--- src/rtl/ucode_pkg.sv ---
// Shared encodings for the microprogrammed control unit.
package ucode_pkg;

    // Sequencing op field of a microinstruction
    localparam logic [2:0] SEQ_CONT     = 3'b000;
    localparam logic [2:0] SEQ_JUMP     = 3'b001;
    localparam logic [2:0] SEQ_BR_T     = 3'b010;
    localparam logic [2:0] SEQ_BR_F     = 3'b011;
    localparam logic [2:0] SEQ_DISPATCH = 3'b100;
    localparam logic [2:0] SEQ_CALL     = 3'b101;
    localparam logic [2:0] SEQ_RET      = 3'b110;
    localparam logic [2:0] SEQ_HALT     = 3'b111;

    // Sequencer FSM state
    typedef logic [0:0] seq_state_t;
    localparam seq_state_t ST_RUN    = 1'b0;
    localparam seq_state_t ST_HALTED = 1'b1;

    // Condition select
    localparam int unsigned CC_W     = 4;
    localparam int unsigned NUM_COND = 9;

endpackage

--- src/rtl/ustack.sv ---
// Parameterised LIFO holding micro-return addresses; no error handling here.
module ustack #(
    parameter int unsigned DEPTH = 4,
    parameter int unsigned W     = 8
) (
    input  logic         clk,
    input  logic         rst_n,
    input  logic         push_i,
    input  logic         pop_i,
    input  logic [W-1:0] din_i,
    output logic         full_o,
    output logic         empty_o,
    output logic [W-1:0] top_o
);

    localparam int unsigned PTR_W = $clog2(DEPTH);
    localparam int unsigned CNT_W = PTR_W + 1;

    logic [CNT_W-1:0] count_q, count_d;
    logic [W-1:0]     mem_q [DEPTH];
    logic             do_push, do_pop;
    logic [PTR_W-1:0] top_idx;

    assign full_o  = (count_q == CNT_W'(DEPTH));
    assign empty_o = (count_q == '0);
    assign do_push = push_i && !full_o;
    assign do_pop  = pop_i && !empty_o;
    assign top_idx = PTR_W'(count_q - CNT_W'(1));
    assign top_o   = mem_q[top_idx];

    // Occupancy update
    always_comb begin
        count_d = count_q;
        if (do_push) begin
            count_d = count_q + CNT_W'(1);
        end else if (do_pop) begin
            count_d = count_q - CNT_W'(1);
        end
    end

    // Occupancy register
    always_ff @(posedge clk or negedge rst_n) begin
        if (!rst_n) begin
            count_q <= '0;
        end else begin
            count_q <= count_d;
        end
    end

    // Entry storage; contents are don't-care after reset
    always_ff @(posedge clk) begin
        if (do_push) begin
            mem_q[PTR_W'(count_q)] <= din_i;
        end
    end

endmodule

--- src/rtl/microprogram_sequencer.sv ---
// Micro-PC sequencer: picks the next control-store address each cycle.
module microprogram_sequencer
    import ucode_pkg::*;
#(
    parameter int unsigned UADDR_W     = 8,
    parameter int unsigned STACK_DEPTH = 4,
    parameter int unsigned RESET_ADDR  = 0
) (
    input  logic               clk,
    input  logic               rst_n,
    input  logic [2:0]         seq_op,
    input  logic [UADDR_W-1:0] next_addr,
    input  logic [CC_W-1:0]    cc,
    input  logic [8:0]         conditional_wires,
    input  logic [UADDR_W-1:0] dispatch_addr,
    input  logic               stall,
    output logic [UADDR_W-1:0] upc,
    output logic               status,
    output logic               halted,
    output logic               stack_ovf,
    output logic               stack_unf
);

    localparam logic [UADDR_W-1:0] RST_UADDR = UADDR_W'(RESET_ADDR);

    seq_state_t         state_q, state_d;
    logic [UADDR_W-1:0] upc_q, upc_d;
    logic               ovf_q, ovf_d;
    logic               unf_q, unf_d;
    logic [UADDR_W-1:0] upc_inc;
    logic               push, pop;
    logic               stk_full, stk_empty;
    logic [UADDR_W-1:0] stk_top;

    assign upc_inc   = upc_q + UADDR_W'(1);
    assign upc       = upc_q;
    assign halted    = (state_q == ST_HALTED);
    assign stack_ovf = ovf_q;
    assign stack_unf = unf_q;

    // Condition select; codes past the last flag read as 0
    always_comb begin
        status = 1'b0;
        if (32'(cc) < NUM_COND) begin
            status = conditional_wires[cc];
        end
    end

    // Next-state and next-address selection
    always_comb begin
        state_d = state_q;
        upc_d   = upc_q;
        ovf_d   = ovf_q;
        unf_d   = unf_q;
        push    = 1'b0;
        pop     = 1'b0;
        if (state_q == ST_RUN && !stall) begin
            case (seq_op)
                SEQ_CONT:     upc_d = upc_inc;
                SEQ_JUMP:     upc_d = next_addr;
                SEQ_BR_T:     upc_d = status ? next_addr : upc_inc;
                SEQ_BR_F:     upc_d = status ? upc_inc : next_addr;
                SEQ_DISPATCH: upc_d = dispatch_addr;
                SEQ_CALL: begin
                    upc_d = next_addr;
                    if (stk_full) begin
                        ovf_d = 1'b1;
                    end else begin
                        push = 1'b1;
                    end
                end
                SEQ_RET: begin
                    if (stk_empty) begin
                        upc_d = RST_UADDR;
                        unf_d = 1'b1;
                    end else begin
                        pop   = 1'b1;
                        upc_d = stk_top;
                    end
                end
                default:      state_d = ST_HALTED;
            endcase
        end
    end

    // State, micro-PC and sticky flag registers
    always_ff @(posedge clk or negedge rst_n) begin
        if (!rst_n) begin
            state_q <= ST_RUN;
            upc_q   <= RST_UADDR;
            ovf_q   <= 1'b0;
            unf_q   <= 1'b0;
        end else begin
            state_q <= state_d;
            upc_q   <= upc_d;
            ovf_q   <= ovf_d;
            unf_q   <= unf_d;
        end
    end

    ustack #(
        .DEPTH (STACK_DEPTH),
        .W     (UADDR_W)
    ) u_stack (
        .clk     (clk),
        .rst_n   (rst_n),
        .push_i  (push),
        .pop_i   (pop),
        .din_i   (upc_inc),
        .full_o  (stk_full),
        .empty_o (stk_empty),
        .top_o   (stk_top)
    );

endmodule

--- config.mk ---
export PLATFORM = sky130hd
export DESIGN_NAME = microprogram_sequencer
export DESIGN_NICKNAME = d
export VERILOG_FILES = /design/src/rtl/ucode_pkg.sv /design/src/rtl/ustack.sv /design/src/rtl/microprogram_sequencer.sv
export SDC_FILE = /design/constraint.sdc
export NUM_CORES = 1
export LEC_CHECK = 0
export ABC_AREA = 1
export ABC_CLOCK_PERIOD_IN_PS = 3070
export CORE_UTILIZATION = 35
export CTS_BUF_LIST = sky130_fd_sc_hd__clkbuf_16
export CTS_CLUSTER_DIAMETER = 80
export DETAILED_ROUTE_END_ITERATION = 8
export DONT_BUFFER_PORTS = 1
export PLACE_DENSITY = 0.48
export RECOVER_POWER = 100
export REMOVE_ABC_BUFFERS = 1
export SETUP_SLACK_MARGIN = 0.15
export SLEW_MARGIN = 20
export SYNTH_ARGS = -nofsm -noshare
export SYNTH_HDL_FRONTEND = slang
export SYNTH_HIERARCHICAL = 1
export SYNTH_SLANG_ARGS = --single-unit
--- constraint.sdc ---
create_clock -name clk -period 3.07 [get_ports clk]
set_input_delay 0.614 -clock clk [delete_from_list [all_inputs] [get_ports clk]]
set_output_delay 0.614 -clock clk [all_outputs]
set_load 0.02 [all_outputs]
Word level (Yosys, flattened, before mapping)
Memory sizes are Yosys's and may differ from the RTL's. Cells that the tools add are included.

Register bits: 14. Memory bits (writable): 32. Input port bits: 35. Output and inout port bits: 12. Logic and storage cells: 53. Memories: 1.

Memory list: u_stack.mem_q (words 4, bits a word 8, read ports 1, clocked after Yosys merged registers in 0, wr ports 1, line ustack.sv:20) `logic [W-1:0] mem_q [DEPTH];`.

$add $sub $neg: 3. Order comparisons: 2. Equality and inequality tests: 7. Mux-type cells: 17. Bitwise operators: 2. Reductions and logical operators: 16.

Operators with widths (count): 8-bit case mux with 6 select lines (1); 8-bit two-way mux (3); 3-bit == test (second input constant) (4); 1-bit two-way mux (10); 8-bit by 1-bit adder with 8-bit output (second input constant) (1); 7-bit OR reduction (1); 3-bit by 2-bit == test with 1-bit output (second input constant) (2); 3-bit zero test (2); 3-bit two-way mux (2); 3-bit AND reduction (2); 6-bit nonzero test (1); 4-bit by 5-bit < comparator with 1-bit output (second input constant) (1); 1-bit binary-select mux with 4-bit select (1); 4-bit < comparator (second input constant) (1); 2-bit AND reduction (2); 3-bit by 1-bit adder with 3-bit output (second input constant) (1); 3-bit by 1-bit == test with 1-bit output (second input constant) (1); 1-bit logical AND (3); 1-bit zero test (3); 3-bit by 1-bit subtractor with 3-bit output (second input constant) (1); 1-bit NOT (2); 2-bit nonzero test (1); 2-bit OR reduction (1).

Logic depth before layout (Yosys ltp)
Gate-level depths: netlist (run 1).

Word-level depth: 7. Gate-level depth with buffers: 13. Mapped depth without buffers: 11.

Hierarchy
Netlist (run 1), hierarchy kept.

Modules (own cells, without submodules): ustack (instances 1, cells each 140, area each 1580.3 µm², seq. area each 1036.0 µm²); microprogram_sequencer (instances 1, cells each 223, area each 1358.8 µm², seq. area each 275.3 µm²).

Worst setup path after synthesis (run 1)
OpenSTA, ideal clock, no wires.

Path kind: reg-to-reg. From: register u_stack.count_q[0]. To: memory u_stack.mem_q[1][0] (enable). Library setup time: 371 ps. Arrival time: 1960 ps. Data required time: 2699 ps. Slack: 740 ps. Stages on the path, launching flop included: 10. Path buffers: 2. Period minus slack after synthesis: 2330 ps. Cells stage by stage: dfrtp_1 -> buf_6 -> inv_6 -> buf_6 -> ha_1 -> nand2_1 -> inv_1 -> nor4_1 -> nand2_2 -> nor2_1.

Longest elaborated chain between the ends: 7. Elaborated cells between the ends (all ways): 8. Those cells by class: eq/ne (1); mux (5); reduce/logical (2).

RTL lines: from (decl) (line ustack.sv:19) `logic [CNT_W-1:0] count_q, count_d;`; from (signal assigned) (line ustack.sv:46) `count_q <= count_d;`; 3-bit == test (line ustack.sv:24) `assign full_o = (count_q == CNT_W'(DEPTH));`; named net stk_full (line microprogram_sequencer.sv:32) `logic stk_full, stk_empty;`; 1-bit two-way mux (line microprogram_sequencer.sv:66) `if (stk_full) begin`; 1-bit two-way mux (line microprogram_sequencer.sv:58) `case (seq_op)`; 1-bit two-way mux (line microprogram_sequencer.sv:57) `if (state_q == ST_RUN && !stall) begin`; named net push (line microprogram_sequencer.sv:31) `logic push, pop;`; 1-bit logical AND (line ustack.sv:26) `assign do_push = push_i && !full_o;`; 1-bit two-way mux (line ustack.sv:52) `if (do_push) begin`; 1-bit two-way mux (not written as such) (line ustack.sv:53) `mem_q[PTR_W'(count_q)] <= din_i;`; to (decl) (line ustack.sv:20).

The timed path passes the listed nets, and every way through them passes these cells.

Final worst setup path (run 1)
From: register u_stack.count_q[0]. To: memory u_stack.mem_q[0][5] (enable).

Same word-level chain as after synthesis.

==> summary.txt, run 1 <==
Class of the worst hold path - in2async
Count of buffers inserted at the top-level ports - 0
Type of origin of the critical path - flop
Placement-stage cell area - 2984 um^2
Via Count - 2311
Sum of negative setup slack - 0 ps
Power per cell area - 819.6 nW/um^2
Complex-gate fraction of the synthesized area - 10.47%
Top flip-flop cell by instance count after synthesis - sky130_fd_sc_hd__edfxtp_1
Via count of the first global-routing pass - 2226
CTS sink count - 46
Growth of design area from synthesis to finish - 5.492%
Count of flip-flops with a built-in enable after synthesis - 32
Lkg Pwr - 1.395 nW
Ordered cell list for the critical path - inv_6, ha_1, nand2_1, inv_1, nor4_1, nand2_1, nor2_2
Detailed Route Iter0 Violations - 126
Count of final setup violators - 0
Maximum Capacitance Violations - 0
Routed wirelength normalized by instance count - 15.55 um
Number of vias per cell - 4.938
Async SR Flop Fraction - 30.43%
Setup repair after global routing missed its margin - no
Final Critical Period - 2665 ps
Horizontal die dimension - 93.64 um
Post-route ant nets - 0
Hold violation total from the final report - 0
Synth top cells by count - sky130_fd_sc_hd__nand2_1, sky130_fd_sc_hd__nand3_1, sky130_fd_sc_hd__inv_1
Fraction of post-synthesis cell area in the top cell type by area - 32.69%
Setup Crit Path Kind - reg2reg
Cell taking the most area after synthesis - sky130_fd_sc_hd__edfxtp_1
Flop-to-flop setup slack - 400 ps
Largest net degree at the start of global routing - 29
Worst slack, placed - 287.3 ps
Wire length reported by the detailed router - 7277 um
Simple logic cell fraction of the synthesized area - 29.71%
Mean cell area of the mapped netlist - 8.097 um^2
Share of layout cells above drive strength 1 - 8.815%
Max Buffers Root-to-Sink - 2
Clock tree from TritonCTS - yes
Transition time at the pin with the least slew margin - 742.9 ps
Depth of the worst register-to-register path - 7
Critical Path RT - 3010 ps
Initial Util - 35.95%
Worst hold slack after final layout - 17.94 ps
PnR Total Power - 2.541 mW
Rel. slew slack - 50.35%
Critical register-to-register path startpoint - u_stack/count_q[0]
Slew Viols, Final - 0
Floorplan die area - 8768 um^2
Core Rows - 33
Finished Cell Area - 3100 um^2
Mux share of post-synthesis cell area - 0%
Routability-driven placement congestion ratio - 0.8208
Worst-Skew Late Latency - 280 ps
Synthesis-stage register bit count - 46
Number of synthesis warnings - 6
Crit path max-delay cell type - sky130_fd_sc_hd__dfrtp_1
Count of cell types in the netlist - 33
Arrival time at the worst endpoint - 2600 ps
Netlist area before placement - 2939 um^2
Portion of the clock cycle consumed by the worst path in the final layout - 86.81%
Post-CTS repair timing setup buffer count - 0
Result of the run - finished, final reports clean
Cell repeated most along the worst path - sky130_fd_sc_hd__nand2_1
Post-synthesis adder-cell area fraction - 2.980%
Critical path peak fanout - 28
Kind of end point of the critical path - flop
Post-Syn Instances - 363
Worst setup skew after layout - 7.931 ps
Drt pass-1 iters - 4
Fillers - 877
First-pass GRT wire length - 11800 um
Total Nets Final - 404
DP Wirelength - 5427 um
Core Box Area - 8175 um^2
Number of top-level pins - 47
Master cell of the clock root buffer - sky130_fd_sc_hd__clkbuf_16
Largest family of logic cells by synthesized area - simple AND/OR/NAND/NOR gates
Clock slew at the register clock pins of the worst setup and hold paths - 70 ps
Xor and xnor area share after synthesis - 1.192%
Die height - 93.64 um
CTS hold repair buffers - 0
All-layer global routing usage - 17.86%
CTS H-tree depth - 2
Setup slack of the critical path after layout - 404.9 ps
Post-detailed-route DRC marker count - 0
GRT Residual Overflow - 0
Peak clock frequency supported by timing - 375.2 MHz
Leading cell types by total area after synthesis - sky130_fd_sc_hd__edfxtp_1, sky130_fd_sc_hd__nand2_1, sky130_fd_sc_hd__dfrtp_1
Most frequently used cell type in the post-synthesis netlist - sky130_fd_sc_hd__nand2_1
Total clock buffers created by CTS - 5
Antenna cell count - 0
Worst reg2reg endpoint - u_stack/mem_q[0][5]
Antenna violations before repair - 0
Sequential element share of the synthesized area - 44.61%
Worst vdd rail ir drop - 0.4362 mV
Crit path largest cell delay - 590 ps
[cell families (layout without fill, tap and decap cells)]
family,count (synthesis),count (layout)
XOR/XNOR,4,4
flip-flops,46,46
adder cells (fa/ha/maj),7,7
AND/OR/NAND/NOR,192,192
buffers and inverters,68,68
AO/OA/AOI/OAI,46,46
[area by class of cell]
cell class                 count  area [um^2]  share of cell area (%)
clock buffer                   5        125.1                   4.036
clock inverter                 3        16.27                  0.5246
inverter                      58        222.7                   7.183
multi-input combinational    249         1279                   41.24
sequential                    46         1311                   42.29
tap                          105        131.4                   4.237
timing repair buffer           2        15.01                  0.4843
[timing repair]
action / 4_1_cts / 5_1_grt
resized for setup: 0 / 2
hold endpoints to repair: 0 / 0
setup endpoints to repair: 0 / 16
[critical path, delay by kind of cell (launching register included)]
family	cells	cell delay [ps]
buf+inv	2	230
simple gates	4	1240
fa+ha+maj	1	250
flops	1	590
[through the flow]
stage	instances	utilization, %
after global placement	460	36.50
after CTS	468	38.23
after global routing	468	37.92
final	468	37.92
after detailed placement	460	36.50
after floorplan	353	-
[power by group]
part | switching, mW | internal (mW) | total, mW
Sequential | 0.212 | 0.825 | 1.04
Clock | 0.225 | 0.297 | 0.523
Combinational | 0.677 | 0.305 | 0.982
[cells in the final DEF, fill, tap and decap left out, types with 3 or more instances in the layout]
master and instances:
sky130_fd_sc_hd__nand2_1 98, sky130_fd_sc_hd__nand3_1 51, sky130_fd_sc_hd__inv_1 50, sky130_fd_sc_hd__edfxtp_1 32, sky130_fd_sc_hd__nor2_1 23, sky130_fd_sc_hd__o21ai_0 20, sky130_fd_sc_hd__dfrtp_1 14, sky130_fd_sc_hd__o211ai_1 8
sky130_fd_sc_hd__inv_2 7, sky130_fd_sc_hd__a211oi_1 7, sky130_fd_sc_hd__ha_1 7, sky130_fd_sc_hd__nor2_2 6, sky130_fd_sc_hd__a21oi_1 6, sky130_fd_sc_hd__clkbuf_16 5, sky130_fd_sc_hd__xor2_1 4, sky130_fd_sc_hd__nand3b_1 3
sky130_fd_sc_hd__nor3_1 3
[state kept, by name (all words and copies together) (netlist names)]
name,flops
halted,1
stack_ovf,1
stack_unf,1
u_stack/count_q,3
u_stack/mem_q,32
upc,8
[routing by layer]
layer	GRT usage [%]	routed length (um)	vias up
met3	3.740	304	4
met1	24.46	3509	1070
met4	6.795	69	0
li1	-	-	1191
met5	0	0	-
met2	27.63	3393	46
[how the worst max path moves through the flow]
stage                            start                  end  slack [ps]  depth (start not counted)
floorplan           u_stack/count_q[0]  u_stack/mem_q[2][0]         720                          7
global placement    u_stack/count_q[0]  u_stack/mem_q[2][3]         390                          7
detailed placement  u_stack/count_q[0]  u_stack/mem_q[2][3]         290                          7
CTS                 u_stack/count_q[0]  u_stack/mem_q[2][7]         280                          7
global route        u_stack/count_q[0]  u_stack/mem_q[2][7]         180                          7
finish              u_stack/count_q[0]  u_stack/mem_q[0][5]         400                          7
No activity file was read; power rests on OpenSTA's default activity.
==> run 2, diff against run 1 <==
--- a/config.mk
+++ b/config.mk
@@ -8,8 +8,9 @@
 export ABC_AREA = 1
 export ABC_CLOCK_PERIOD_IN_PS = 3070
 export CORE_UTILIZATION = 35
-export CTS_BUF_LIST = sky130_fd_sc_hd__clkbuf_16
+export CTS_BUF_LIST = sky130_fd_sc_hd__clkbuf_8 sky130_fd_sc_hd__clkbuf_16
 export CTS_CLUSTER_DIAMETER = 80
+export CTS_CLUSTER_SIZE = 8
 export DETAILED_ROUTE_END_ITERATION = 8
 export DONT_BUFFER_PORTS = 1
 export PLACE_DENSITY = 0.48
==> summary.txt, run 2 (same netlist as run 1, synthesis figures left out) <==
Depth of the worst register-to-register path - 7 (unchanged)
Met2 routing resource usage after global routing - 27.63% (unchanged)
Post-detailed-route DRC marker count - 0 (unchanged)
Clock tree from TritonCTS - yes
Worst slack, placed - 287.3 ps (unchanged)
Net Sw Power - 1.100 mW (-1.3%)
Setup slack of the critical path after layout - 421.4 ps (+16.44 ps)
Wire length reported by the detailed router - 7246 um (-0.43%)
Number of flip-flops in the largest register - 32 (unchanged)
Power per cell area - 786.6 nW/um^2 (-4.0%)
PnR Total Power - 2.410 mW (-5.1%)
Finished Cell Area - 3064 um^2 (-1.2%)
Hold violation total from the final report - 0 (unchanged)
Commonest non-fill, non-tap cell in the layout - sky130_fd_sc_hd__nand2_1
Number of vias per cell - 4.866 (-1.5%)
Placed Cells - 460 (unchanged)
Total Nets Final - 405 (+0.25%)
Routed wirelength normalized by instance count - 15.45 um (-0.64%)
Transition time at the pin with the least slew margin - 735.0 ps (-7.931 ps)
Peak clock frequency supported by timing - 377.6 MHz (+0.62%)
First-pass GRT wire length - 11820 um (+0.17%)
Most frequent cells in the layout - sky130_fd_sc_hd__nand2_1, sky130_fd_sc_hd__nand3_1, sky130_fd_sc_hd__inv_1, sky130_fd_sc_hd__edfxtp_1, sky130_fd_sc_hd__nor2_1
Worst reg2reg endpoint - u_stack/mem_q[2][7]
Met3 Track Usage GR - 3.740% (unchanged)
Register name with the most flops - u_stack/mem_q
Rel. slew slack - 50.88% (+0.53 points)
Count of buffers inserted at the top-level ports - 0 (unchanged)
Setup Crit Path Kind - reg2reg
Part of the power in combinational logic - 40.9% (+2.3 points)
Via count of the first global-routing pass - 2232 (+0.27%)
Total clock buffers created by CTS - 5 (unchanged)
Met1 capacity usage during global routing - 24.51% (+0.051 points)
Cell repeated most along the worst path - sky130_fd_sc_hd__nand2_1
Critical path peak fanout - 28 (unchanged)
Crit path largest cell delay - 590 ps (about the same)
Largest net degree at the start of global routing - 29 (unchanged)
Via Count - 2282 (-1.3%)
All-layer global routing usage - 17.93% (+0.070 points)
CTS H-tree depth - 2 (unchanged)
Worst min-delay path endpoint - halted
Worst hold path cell count - 1
Arrival time at the worst endpoint - 2610 ps (about the same)
Clock slew at the register clock pins of the worst setup and hold paths - 90 ps (+20 ps)
DP Wirelength - 5427 um (unchanged)
Kind of end point of the critical path - flop
Maximum Capacitance Violations - 0 (unchanged)
Final core utilization - 37.48% (-0.44 points)
Sum of negative setup slack - 0 ps (unchanged)
Horizontal die dimension - 93.64 um (unchanged)
Critical Path RT - 3030 ps (+20 ps)
Number of top-level pins - 47 (unchanged)
Die height - 93.64 um (unchanged)
Ordered cell list for the critical path - inv_6, ha_1, nand2_1, inv_1, nor4_1, nand2_1, nor2_2
Routability-driven placement congestion ratio - 0.8208 (unchanged)
Crit path max-delay cell type - sky130_fd_sc_hd__dfrtp_1
Drt pass-1 iters - 4 (unchanged)
Type of origin of the critical path - flop
Initial Util - 35.95% (unchanged)
Post-route ant nets - 0 (unchanged)
Register share of total power - 42.9% (+2.1 points)
Growth of design area from synthesis to finish - 4.257%
Worst-Skew Late Latency - 290 ps (about the same)
Class of the worst hold path - in2reg
Detailed Route Iter0 Violations - 128 (+1.6%)
Portion of the clock cycle consumed by the worst path in the final layout - 86.27% (-0.54 points)
Lkg Pwr - 1.379 nW (-1.1%)
Antenna cell count - 0 (unchanged)
Flop-to-flop setup slack - 420 ps (+20 ps)
Antenna violations before repair - 0 (unchanged)
Placement-stage cell area - 2984 um^2 (unchanged)
Area taken by multi-input logic gates - 1279 um^2 (unchanged)
Hold path startpoint - stall
Result of the run - finished, final reports clean
Slew Viols, Final - 0 (unchanged)
Core Rows - 33 (unchanged)
Worst vdd rail ir drop - 0.4391 mV (+0.67%)
Fillers - 879 (+0.23%)
Master cell of the clock root buffer - sky130_fd_sc_hd__clkbuf_8
Area of all sequential standard cells - 1311 um^2 (unchanged)
Max Buffers Root-to-Sink - 2 (unchanged)
Switch share - 45.62% (+1.8 points)
GRT Residual Overflow - 0 (unchanged)
Share of total power in the clock network - 16.1% (-4.5 points)
Worst hold slack after final layout - 416.8 ps (+398.8 ps)
Count of final setup violators - 0 (unchanged)
Core Box Area - 8175 um^2 (unchanged)
Setup repair after global routing missed its margin - no
Worst setup skew after layout - 6.129 ps (-1.801 ps)
Internal power summed over all cells - 1.311 mW (-8.1%)
Critical register-to-register path startpoint - u_stack/count_q[0]
Final Non-Filler Cells - 469 (+0.21%)
Most Used Layer, Global Route - met2
Final Critical Period - 2649 ps (-16.44 ps)
Share of layout cells above drive strength 1 - 9.066% (+0.25 points)
CTS sink count - 46 (unchanged)
Floorplan die area - 8768 um^2 (unchanged)
run 2: cell types whose count changed in the layout (fill, tap and decap cells not counted):
cell and delta:
sky130_fd_sc_hd__clkbuf_8 +6, sky130_fd_sc_hd__clkbuf_16 -5, sky130_fd_sc_hd__clkinv_1 -1, sky130_fd_sc_hd__dlygate4sd3_1 +1
run 2: cell type report:
class                      count  share of cell area, %
clock inverter                 2                 0.4083
timing repair buffer           3                 0.8167
sequential                    46                  42.79
multi-input combinational    249                  41.73
inverter                      58                  7.268
tap                          105                  4.287
clock buffer                   6                  2.695
run 2: worst max-delay path by stage:
| stage | start | slack, ps | cells after the start | end |
|---|---|---|---|---|
| floorplan | u_stack/count_q[0] | 720 | 7 | u_stack/mem_q[2][0] |
| global placement | u_stack/count_q[0] | 390 | 7 | u_stack/mem_q[2][3] |
| detailed placement | u_stack/count_q[0] | 290 | 7 | u_stack/mem_q[2][3] |
| CTS | u_stack/count_q[0] | 280 | 7 | u_stack/mem_q[2][6] |
| global route | u_stack/count_q[0] | 170 | 7 | u_stack/mem_q[2][7] |
| finish | u_stack/count_q[0] | 420 | 7 | u_stack/mem_q[2][7] |
run 2: worst max-delay path: cells and delay by family (launching register included):
kind	cells	cell delay [ps]
AND/OR/NAND/NOR	4	1240
buffers and inverters	2	230
adder cells (fa/ha/maj)	1	250
flip-flops	1	590
run 2: power by group through the flow:
| stage | clock (mW) | sequential, mW | combinational, mW |
|---|---|---|---|
| 4_1_cts | 0.406 | 1.04 | 1.00 |
| 5_1_grt | 0.425 | 1.06 | 1.12 |
| 6_report | 0.389 | 1.03 | 0.987 |
| 3_3_place_gp | 0 | 1.05 | 0.986 |
| 2_1_floorplan | 0 | 1.01 | 0.707 |
| 3_5_place_dp | 0 | 1.05 | 0.991 |
run 2: per-layer routing:
layer	part of all wire, %	up-vias
met5	0	-
met4	0.99	0
met3	4.9	4
met2	47	47
met1	47	1039
li1	-	1192
run 2: what timing repair did:
action / in CTS / in global routing
endpoints found under the setup margin: 0 / 16
resized for setup: 0 / 2
hold buffers: 1 / 0
buffers inserted: 0 / 0
endpoints found under the hold margin: 14 / 0
